`src/rtl/imem_arb_pkg.sv`:
```
// Shared types and default widths for the instruction-memory arbiter.
// The FSM state, response-owner tag and starvation-counter width live here.
package imem_arb_pkg;

  localparam int unsigned IMEM_ADDR_W     = 32;
  localparam int unsigned IMEM_DATA_W     = 32;
  localparam int unsigned IMEM_MAX_LBURST = 4;
  localparam int unsigned LCNT_W          = 4;

  typedef enum logic {
    BOOT,
    RUN
  } arb_state_e;

  typedef enum logic [1:0] {
    OWN_NONE,
    OWN_FETCH,
    OWN_LOAD
  } owner_e;

endpackage

```
`src/rtl/imem_starve_ctr.sv`:
```
// Saturating count of consecutive loader grants taken while fetch waits.
// Held at zero during boot; clear has priority over increment.
module imem_starve_ctr
  import imem_arb_pkg::*;
#(
  parameter int unsigned LIMIT = IMEM_MAX_LBURST
) (
  input  logic clk_i,
  input  logic rst_ni,
  input  logic hold_i,
  input  logic inc_i,
  input  logic clr_i,
  output logic at_limit_o
);

  localparam logic [LCNT_W-1:0] LimitVal = LCNT_W'(LIMIT);

  logic [LCNT_W-1:0] cnt_q;
  logic [LCNT_W-1:0] cnt_d;
  logic              at_limit;

  assign at_limit   = (cnt_q == LimitVal);
  assign at_limit_o = at_limit;

  always_comb begin
    cnt_d = cnt_q;
    if (hold_i || clr_i) begin
      cnt_d = '0;
    end else if (inc_i && !at_limit) begin
      cnt_d = cnt_q + 1'b1;
    end
  end

  always_ff @(posedge clk_i) begin
    if (!rst_ni) begin
      cnt_q <= '0;
    end else begin
      cnt_q <= cnt_d;
    end
  end

endmodule

```
`src/rtl/imem_arbiter.sv`:
```
// Arbitrates the single-port instruction memory between fetch and the loader.
// Loader-only during boot; in run the loader wins unless fetch hit the starvation bound.
module imem_arbiter
  import imem_arb_pkg::*;
#(
  parameter int unsigned ADDR_W     = IMEM_ADDR_W,
  parameter int unsigned DATA_W     = IMEM_DATA_W,
  parameter int unsigned MAX_LBURST = IMEM_MAX_LBURST
) (
  input  logic              clk,
  input  logic              rst_n,
  input  logic              boot_release,
  input  logic              f_req,
  input  logic [ADDR_W-1:0] f_addr,
  output logic              f_gnt,
  output logic              f_rvalid,
  output logic [DATA_W-1:0] f_rdata,
  output logic              fetch_stall,
  input  logic              l_req,
  input  logic              l_we,
  input  logic [ADDR_W-1:0] l_addr,
  input  logic [DATA_W-1:0] l_wdata,
  output logic              l_gnt,
  output logic              l_rvalid,
  output logic [DATA_W-1:0] l_rdata,
  output logic              m_en,
  output logic              m_we,
  output logic [ADDR_W-1:0] m_addr,
  output logic [DATA_W-1:0] m_wdata,
  input  logic [DATA_W-1:0] m_rdata
);

  arb_state_e state_q;
  arb_state_e state_d;
  owner_e     owner_q;
  owner_e     owner_d;
  logic       f_gnt_c;
  logic       l_gnt_c;
  logic       at_limit;

  // State register
  always_ff @(posedge clk) begin
    if (!rst_n) begin
      state_q <= BOOT;
    end else begin
      state_q <= state_d;
    end
  end

  // Next-state logic
  always_comb begin
    state_d = state_q;
    if (state_q == BOOT && boot_release) begin
      state_d = RUN;
    end
  end

  // Grant outputs, forced off while reset is asserted
  always_comb begin
    f_gnt_c = 1'b0;
    l_gnt_c = 1'b0;
    if (rst_n) begin
      unique case (state_q)
        BOOT: begin
          l_gnt_c = l_req;
        end
        RUN: begin
          l_gnt_c = l_req & ~(f_req & at_limit);
          f_gnt_c = f_req & ~l_gnt_c;
        end
        default: begin
          f_gnt_c = 1'b0;
          l_gnt_c = 1'b0;
        end
      endcase
    end
  end

  assign f_gnt       = f_gnt_c;
  assign l_gnt       = l_gnt_c;
  assign fetch_stall = rst_n & f_req & ~f_gnt_c;

  imem_starve_ctr #(
    .LIMIT (MAX_LBURST)
  ) u_starve_ctr (
    .clk_i      (clk),
    .rst_ni     (rst_n),
    .hold_i     (state_q == BOOT),
    .inc_i      (l_gnt_c & f_req),
    .clr_i      (f_gnt_c | ~f_req),
    .at_limit_o (at_limit)
  );

  always_comb begin
    m_en    = f_gnt_c | l_gnt_c;
    m_we    = l_we & l_gnt_c;
    m_addr  = '0;
    m_wdata = '0;
    if (l_gnt_c) begin
      m_addr  = l_addr;
      m_wdata = l_wdata;
    end else if (f_gnt_c) begin
      m_addr  = f_addr;
    end
  end

  always_comb begin
    owner_d = OWN_NONE;
    if (f_gnt_c) begin
      owner_d = OWN_FETCH;
    end else if (l_gnt_c && !l_we) begin
      owner_d = OWN_LOAD;
    end
  end

  always_ff @(posedge clk) begin
    if (!rst_n) begin
      owner_q <= OWN_NONE;
    end else begin
      owner_q <= owner_d;
    end
  end

  // Gating with rst_n drops a response whose read was granted just before reset
  assign f_rvalid = rst_n & (owner_q == OWN_FETCH);
  assign l_rvalid = rst_n & (owner_q == OWN_LOAD);
  assign f_rdata  = f_rvalid ? m_rdata : '0;
  assign l_rdata  = l_rvalid ? m_rdata : '0;

endmodule
```
`config.mk`:
```
export PLATFORM = sky130hd
export DESIGN_NAME = imem_arbiter
export DESIGN_NICKNAME = d
export VERILOG_FILES = /design/src/rtl/imem_arb_pkg.sv /design/src/rtl/imem_starve_ctr.sv /design/src/rtl/imem_arbiter.sv
export SDC_FILE = /design/constraint.sdc
export NUM_CORES = 1
export LEC_CHECK = 0
export BUFFER_PORTS_ARGS = -buffer_cell sky130_fd_sc_hd__buf_2
export CORE_AREA = 8 8 98 100
export DETAILED_ROUTE_END_ITERATION = 7
export DIE_AREA = 0 0 106 108
export PLACE_DENSITY = 0.76
export SLEW_MARGIN = 5
export SYNTH_ARGS = -nofsm -noshare
export SYNTH_HDL_FRONTEND = slang
export SYNTH_SLANG_ARGS = --single-unit
```
`constraint.sdc`:
```
create_clock -name clk -period 1.9 [get_ports clk]
set_input_delay 0.285 -clock clk [delete_from_list [all_inputs] [get_ports clk]]
set_output_delay 0.285 -clock clk [all_outputs]
set_load 0.005 [all_outputs]
```
======== Word-level counts from Yosys, hierarchy flattened ========
Cells that the tools add are included.
W data, S select, Z words.
word-level totals
  register bits ........................... 7
  bits in latches ......................... 0
  memory bits (writable) .................. 0
  memory bits (read-only) ................. 0
  output and inout bits ................... 135
  logic and storage cells ................. 44
  memories ................................ 0
operators by class
  $add $sub $neg .......................... 1
  $mul .................................... 0
  divide/modulo/power cells ............... 0
  order comparisons ....................... 0
  eq/ne operators ......................... 3
  shifts and indexed selects .............. 0
  multiplexer cells ....................... 11
  bitwise gates (word level) .............. 17
  reductions and logical operators ........ 8
operators by type and width
  operator               count
  $mux W32               5
  $and A1 B1 Y1          9
  $not A1 Y1             6
  $add A4 B1 Y4 const B  1
  $eq A4 B3 Y1 const B   1
  $mux W1                4
  $reduce_or A2 Y1       2
  $logic_and A1 B1 Y1    3
  $eq A2 B1 Y1 const B   1
  $eq A2 B2 Y1 const B   1
  $logic_not A1 Y1       2
  $mux W2                1
  $or A1 B1 Y1           2
  $pmux W1 S2            1
  $logic_or A1 B1 Y1     1

======== Depth between registers and ports, before layout ========
Gate-level depths: netlist (run 1).
  depth after elaboration ................. 11
  gate-level depth with buffers ........... 7
  gate-level depth less buffers ........... 5

======== Cells and area by module ========
A second synthesis (run 1) with hierarchy kept.
unflattened totals
  cells, all modules ...................... 191
  area total of the unflattened synthesis .. 1390.1 sq um
by module, submodules not included
  module           times used  cells each  area each (sq um)
  imem_arbiter     1           166         1166.1
  imem_starve_ctr  1           25          224.0

======== Least setup slack after synthesis (run 1) ========
OpenSTA, ideal clock, no wires.
  kind .................................... flip-flop to output port
  from .................................... register u_starve_ctr.cnt_q[0]
  to ...................................... output port m_wdata[22]
  arrival ................................. 1.373 ns
  required time ........................... 1.615 ns
  path slack .............................. 0.242 ns
  stages on the path, launching flop included .. 8
  cells stage by stage .................... dfxtp_1 inv_1 ha_1 and3b_1 buf_6 a21oi_4 buf_6 and2_1
on the way
  word-level cells in the longest chain between the ends .. 7
ends and longest elaborated chain
  item                    RTL line               text
  start, declared         imem_starve_ctr.sv:18  logic [LCNT_W-1:0] cnt_q;
  start signal, assigned  imem_starve_ctr.sv:38  cnt_q <= cnt_d;
  $eq A4 B3 Y1            imem_starve_ctr.sv:22  assign at_limit = (cnt_q == LimitVal);
  $and A1 B1 Y1           imem_arbiter.sv:68     l_gnt_c = l_req & ~(f_req & at_limit);
  $not A1 Y1              imem_arbiter.sv:68
  $and A1 B1 Y1           imem_arbiter.sv:68
  $pmux W1 S2             imem_arbiter.sv:63     unique case (state_q)
  $mux W1                 imem_arbiter.sv:62     if (rst_n) begin
  net l_gnt               imem_arbiter.sv:23     output logic l_gnt,
  $mux W32                imem_arbiter.sv:99     if (l_gnt_c) begin
  end, declared           imem_arbiter.sv:29     output logic [DATA_W-1:0] m_wdata,
The timed path passes the listed nets, and every way through them passes these cells.

======== Worst setup path in the final report (run 1) ========
  from .................................... register u_starve_ctr.cnt_q[0]
  to ...................................... output port m_wdata[15]
on the way
  word-level cells in the longest chain between the ends .. 7
ends and longest elaborated chain
  item           RTL line
  $eq A4 B3 Y1   imem_starve_ctr.sv:22
  $and A1 B1 Y1  imem_arbiter.sv:68
  $not A1 Y1     imem_arbiter.sv:68
  $and A1 B1 Y1  imem_arbiter.sv:68
  $pmux W1 S2    imem_arbiter.sv:63
  $mux W1        imem_arbiter.sv:62
  $mux W32       imem_arbiter.sv:99
Every way passes these cells.

==> results.toml, run 1 <==
[cts]
clock_sinks = 7
tritoncts = "built"
clock_latency_ps = 230
htreeDepth = 1
numCtsBuffers = 3
clkSlewWorstSetupHoldPaths_ps = 40
cts_root_buf = "clkbuf_8"
clock_path_buffers = 2

[sta]
finalHoldViolCount = 0
relSlewSlack_pct = 71.2
fin_crit_ps = 1980
setup_ws_ps = -76.3
skew_ps = 6.45
tightest_slew_ps = 432
slew_viol_final = 0
fin_crit_sh_pct = 104
fmax_mhz = 506
rsz0062_at_grt = "yes"
setup_viol = 67
hold_ws_ps = 242

[drt]
wirelength_microns = 12600
vias_per_cell = 4.91
vias = 3464
drt_iter0_markers = 216
final_antenna_net_count = 0
post-route-drc-count = 0
drtPass1Iterations = 6
wire_per_inst_microns = 17.8

[min_path]
hold_path.class = "in2reg"
min_path_cells = 2
hold_start = "l_we"
worstHoldEndpoint = "owner_q[1]"

[synth]
synthesis.nets = 470
postSynthAreaPerCell_sq_um = 5.98
syn_area_sq_um = 2000
synth_area_leaders = "and2_1, a21oi_1, o21a_1"
synth_top_area_cell = "and2_1"
yosysWarnings = 0
seq_area_frac_synth_pct = 7.02
syn_inst = 334
synth_top_cell_area_share_pct = 30.4
synth.distinct_cells = 23
synth-seq-cells = 7

[finish]
design_area_sq_um = 4170
finalNetCount = 737
drive_gt1_share_pct = 62.3
diodes = 0
area_growth_pct = 109
final_cell_count_no_fill = 705

[setup_path]
arrival_ps = 1690
crit_path_end_kind = "primary output"
crit_required_ps = 1620
start_kind = "flip-flop"
r2r_slack_ps = 390
reg2regPathDepth = 8
timing.rr.end = "owner_q[1]"
path_max_fanout = 8
r2r_start = "u_starve_ctr.cnt_q[0]"
criticalPathCategory = "reg2out"

[global_route]
antenna_found_initial = 0
grt_pass1_wl_microns = 17000
grt_max_degree = 38
grtUsageTotal_pct = 18.0
met3_usage_pct = 5.29
grt_pass1_vias = 3447
grt.busiest_layer = "met2"
use_met2_pct = 33.8
use_met1_pct = 18.3
grt_overflow_total = 0

[placed_design]
dp_cells = 682
place_worst_setup_slack_ps = 42.3
hpwl_microns = 9150
placed_area_sq_um = 3390
gp_congestion = 0.889
io_buffers = 268

[floorplan]
die_area_sq_um = 11400
die_y_microns = 108
start_util_pct = 24.8
rows = 33
fp.dieW_microns = 106
ios = 269
design.core.area_sq_um = 8050

[power]
p_per_area_nw_per_um2 = 233
leakage_nw = 2.31
vdd_drop_max_mv = 0.164

[outcome]
failed_checks = "negative setup slack"
status = "finished, violations left"

[run]
drv_cap = 0
==> critical path: stages, from the launching register on <==
cell	delay, ps
dfxtp_2	330
inv_2	50
ha_4	150
and3b_2	220
a21oi_4	170
buf_12	160
clkbuf_16	150
and2_4	140
buf_6	90
==> metal layers <==
layer / wire length, microns / up-vias / part of all wire, %
met1: 4340 / 1544 / 35
met4: 492 / 0 / 3.9
met5: 0 / - / 0
li1: - / 1640 / -
met3: 1230 / 42 / 9.8
met2: 6490 / 238 / 52
==> repair_timing <==
item,CTS,global route
pin swaps,12,39
cloned,3,8
resized for setup,41,87
hold buffers,0,0
endpoints found under the setup margin,78,68
setup buffers,8,4
==> how the worst max path moves through the flow <==
stage | to | start
CTS | m_wdata[14] | u_starve_ctr.cnt_q[0]
floorplan | m_wdata[22] | u_starve_ctr.cnt_q[0]
global route | m_addr[0] | u_starve_ctr.cnt_q[0]
detailed placement | m_addr[11] | u_starve_ctr.cnt_q[0]
finish | m_wdata[15] | u_starve_ctr.cnt_q[0]
global placement | m_addr[3] | u_starve_ctr.cnt_q[0]
==> cell families (layout without fill, tap and decap cells) <==
kind of cell             after synthesis  after routing  synth area share [%]
AO/OA/AOI/OAI                        100            100                  29.9
buffers and inverters                 43            309                  11.2
adder cells (fa/ha/maj)                2              2                  1.25
multiplexers                           1              1                 0.502
XOR/XNOR                               1              1                 0.439
AND/OR/NAND/NOR                      180            180                  49.7
flip-flops                             7              7                  7.02
==> cell usage after synthesis <==
cell type / count
and2_1: 97
a21oi_1: 65
nand2_1: 36
o21a_1: 34
nand3_1: 33
clkbuf_1: 20
buf_2: 13
dfxtp_1: 7
buf_6: 5
nor2_1: 5
inv_1: 3
and3_1: 2
and3b_1: 2
buf_4: 2
ha_1: 2
a21oi_4: 1
and2_4: 1
mux2i_1: 1
nand3b_1: 1
nand4_1: 1
nor2b_1: 1
nor3b_1: 1
xnor2_1: 1
==> cells in the final DEF (no fill, tap or decap), types with 2 or more instances in the layout <==
master	count
clkbuf_8	3
inv_2	2
a21oi_1	39
buf_2	234
and2_4	34
clkbuf_16	5
buf_6	38
and3_1	2
and3b_2	2
nor2_1	5
a21oi_2	24
nand3_1	33
and2_1	64
nand2_1	35
buf_12	3
a21oi_4	3
dfxtp_2	2
dfxtp_1	5
buf_4	16
o21a_1	34
buf_8	6
==> power breakdown <==
group	total [mW]	switching (mW)	leakage (nW)	internal (mW)
Sequential	0.154	0.00304	0.0580	0.151
Combinational	0.602	0.272	2.23	0.329
Clock	0.215	0.0698	0.0228	0.146
Total	0.971	0.345	2.31	0.626
==> registers in the layout, summed over array words and instances (netlist names) <==
signal / count
u_starve_ctr.cnt_q: 4
owner_q: 2
state_q: 1
==> through the flow <==
| step | power [mW] | setup TNS, ps | util, % |
|---|---|---|---|
| 2_1_floorplan | 0.371 | 0 | - |
| 3_3_place_gp | 0.614 | 0 | 42.2 |
| 6_report | 0.971 | -2990 | 51.8 |
| 4_1_cts | 0.895 | -4900 | 46.1 |
| 5_1_grt | 1.03 | -8140 | 51.8 |
| 3_5_place_dp | 0.625 | 0 | 42.2 |
==> cell type report <==
type	count	area (sq um)
clock buffers	4	45.0
fillers	760	3880
inverters	3	11.3
multi-input cells	284	1850
flip-flops and latches	7	143
well taps	105	131
repair buffers	302	1990
Note: power is estimated with default switching activity, not from simulation.
==> inputs of run 2 (changes only) <==
--- a/constraint.sdc
+++ b/constraint.sdc
@@ -3,2 +3,2 @@
 set_output_delay 0.285 -clock clk [all_outputs]
-set_load 0.005 [all_outputs]
+set_load 0.1 [all_outputs]
==> run 2 against run 1 <==
Effect of this change:
- the run still ends with negative setup slack left
- flip-flop and latch count unchanged
- die area unchanged
- global-route usage up 5.6 points
- count of clock-buffer cells in the layout unchanged
- setup slack worse by 67 ps
- fmax down 3.3%
- clock power about the same
- sequential share of layout area down 0.97 points
- design area up 42%
- critical path type unchanged
- largest cell class unchanged
==> results.toml, run 2 (synthesized netlist as in run 1, its figures left out) <==
[outcome]
status = "finished, violations left"
failed_checks = "negative setup slack"

[drt]
wire_per_inst_microns = 21.0
vias_per_cell = 4.96
drt_iter0_markers = 109
drtPass1Iterations = 5
vias = 3436
wirelength_microns = 14600
final_antenna_net_count = 0
post-route-drc-count = 0

[global_route]
grt_pass1_vias = 3651
grt_overflow_total = 0
antenna_found_initial = 1
grtUsageTotal_pct = 23.6
grt_max_degree = 49
grt_pass1_wl_microns = 21400

[sta]
tightest_slew_ps = 299
slew_viol_final = 0
setup_viol = 65
relSlewSlack_pct = 80.1
fmax_mhz = 489
skew_ps = 7.02
fin_crit_sh_pct = 108
rsz0062_at_grt = "yes"
setup_ws_ps = -144
fin_crit_ps = 2040
finalHoldViolCount = 0

[placed_design]
place_worst_setup_slack_ps = 51.7
dp_cells = 682
hpwl_microns = 12200
io_buffers = 268
gp_congestion = 0.848

[cts]
clock_path_buffers = 2
numCtsBuffers = 3
clock_latency_ps = 230
cts_hold_buf = 0
tritoncts = "built"
clkSlewWorstSetupHoldPaths_ps = 50
cts_root_buf = "clkbuf_8"
clock_sinks = 7
htreeDepth = 1

[setup_path]
r2r_start = "u_starve_ctr.cnt_q[0]"
crit_path_end_kind = "primary output"
start_kind = "flip-flop"
criticalPathCategory = "reg2out"
timing.rr.end = "owner_q[0]"
r2r_slack_ps = 520
path_max_fanout = 32
crit_required_ps = 1620
arrival_ps = 1760
reg2regPathDepth = 8

[finish]
post-route-util_pct = 73.6
area_growth_pct = 197
regMostFlops = "u_starve_ctr.cnt_q"
top_regs = "u_starve_ctr.cnt_q x4, owner_q x2, state_q x1"
multi_input_area_sq_um = 1920
nFillCells = 527
final_common_cell = "buf_12"
drive_gt1_share_pct = 69.5
largest_register_ffs = 4
seqCellArea_sq_um = 145
finalNetCount = 724
final_cell_mix = "buf_12, buf_2, and2_1, a21oi_1, and2_4"
final_cell_count_no_fill = 693

[power]
p_per_area_nw_per_um2 = 308
leakage_nw = 2.65
vdd_drop_max_mv = 0.217

[floorplan]
start_util_pct = 24.8
rows = 33
fp.dieW_microns = 106
die_y_microns = 108
ios = 269
design.core.area_sq_um = 8050
die_area_sq_um = 11400

[min_path]
worstHoldEndpoint = "owner_q[1]"
min_path_cells = 2
hold_start = "l_we"
hold_path.class = "in2reg"

[run]
drv_cap = 0
run 2: cell types whose count changed in the layout (fill, tap and decap cells not counted), sizes merged:
| cell | before | now |
|---|---|---|
| diode | 0 | 1 |
| clkbuf | 9 | 6 |
| buf | 297 | 287 |
run 2: stage by stage:
| step | hold WS [ps] | TNS (ps) | instance area (sq um) | total power, mW |
|---|---|---|---|---|
| finish | 239 | -7670 | 5920 | 1.82 |
| global route | 238 | -12680 | 5920 | 1.89 |
| CTS | 238 | -7330 | 5790 | 1.82 |
| detailed placement | 441 | 0 | 5670 | 1.59 |
| global placement | 415 | 0 | 5670 | 1.56 |
| floorplan | 357 | -70.3 | 2180 | 1.00 |
run 2: where the power goes:
part | internal (mW) | total, mW | switching [mW]
logic | 0.546 | 1.45 | 0.907
registers | 0.150 | 0.153 | 0.00316
clock network | 0.146 | 0.216 | 0.0703
total | 0.842 | 1.82 | 0.981
run 2: metal layers:
| metal | vias to the layer above | GRT usage (%) | part of all wire, % |
|---|---|---|---|
| li1 | 1613 | - | - |
| met4 | 0 | 10.4 | 3.3 |
| met1 | 1558 | 23.9 | 35 |
| met3 | 28 | 7.02 | 8.6 |
| met2 | 237 | 44.0 | 53 |
| met5 | - | 0 | 0 |
run 2: cell type report:
class	count	share of cell area [%]
Clock buffer	4	0.760
Sequential cell	7	2.45
Tap cell	105	2.22
Timing Repair Buffer	289	61.9
Antenna cell	1	0.0422
Multi-Input combinational cell	284	32.4
Inverter	3	0.190
run 2: worst max path at each step:
stage / endpoint / from
detailed placement: m_addr[9] / u_starve_ctr.cnt_q[0]
CTS: m_wdata[0] / u_starve_ctr.cnt_q[0]
global placement: m_addr[18] / u_starve_ctr.cnt_q[0]
floorplan: l_rdata[22] / owner_q[0]
finish: m_addr[30] / u_starve_ctr.cnt_q[0]
global route: m_we / u_starve_ctr.cnt_q[0]
run 2: critical path, cell delays in order (launching register included):
cell and delay [ps]:
dfxtp_4 350, inv_2 60, ha_4 130, and3b_2 240
buf_12 240, a21oi_1 90, o21a_2 240, buf_12 170
run 2: what timing repair did:
action | CTS | global route
pin swaps | 1 | 1
resized for setup | 17 | 17
gates cloned | 0 | 2
buffers inserted | 2 | 2
endpoints found under the hold margin | 0 | 0
setup endpoints to repair | 68 | 68
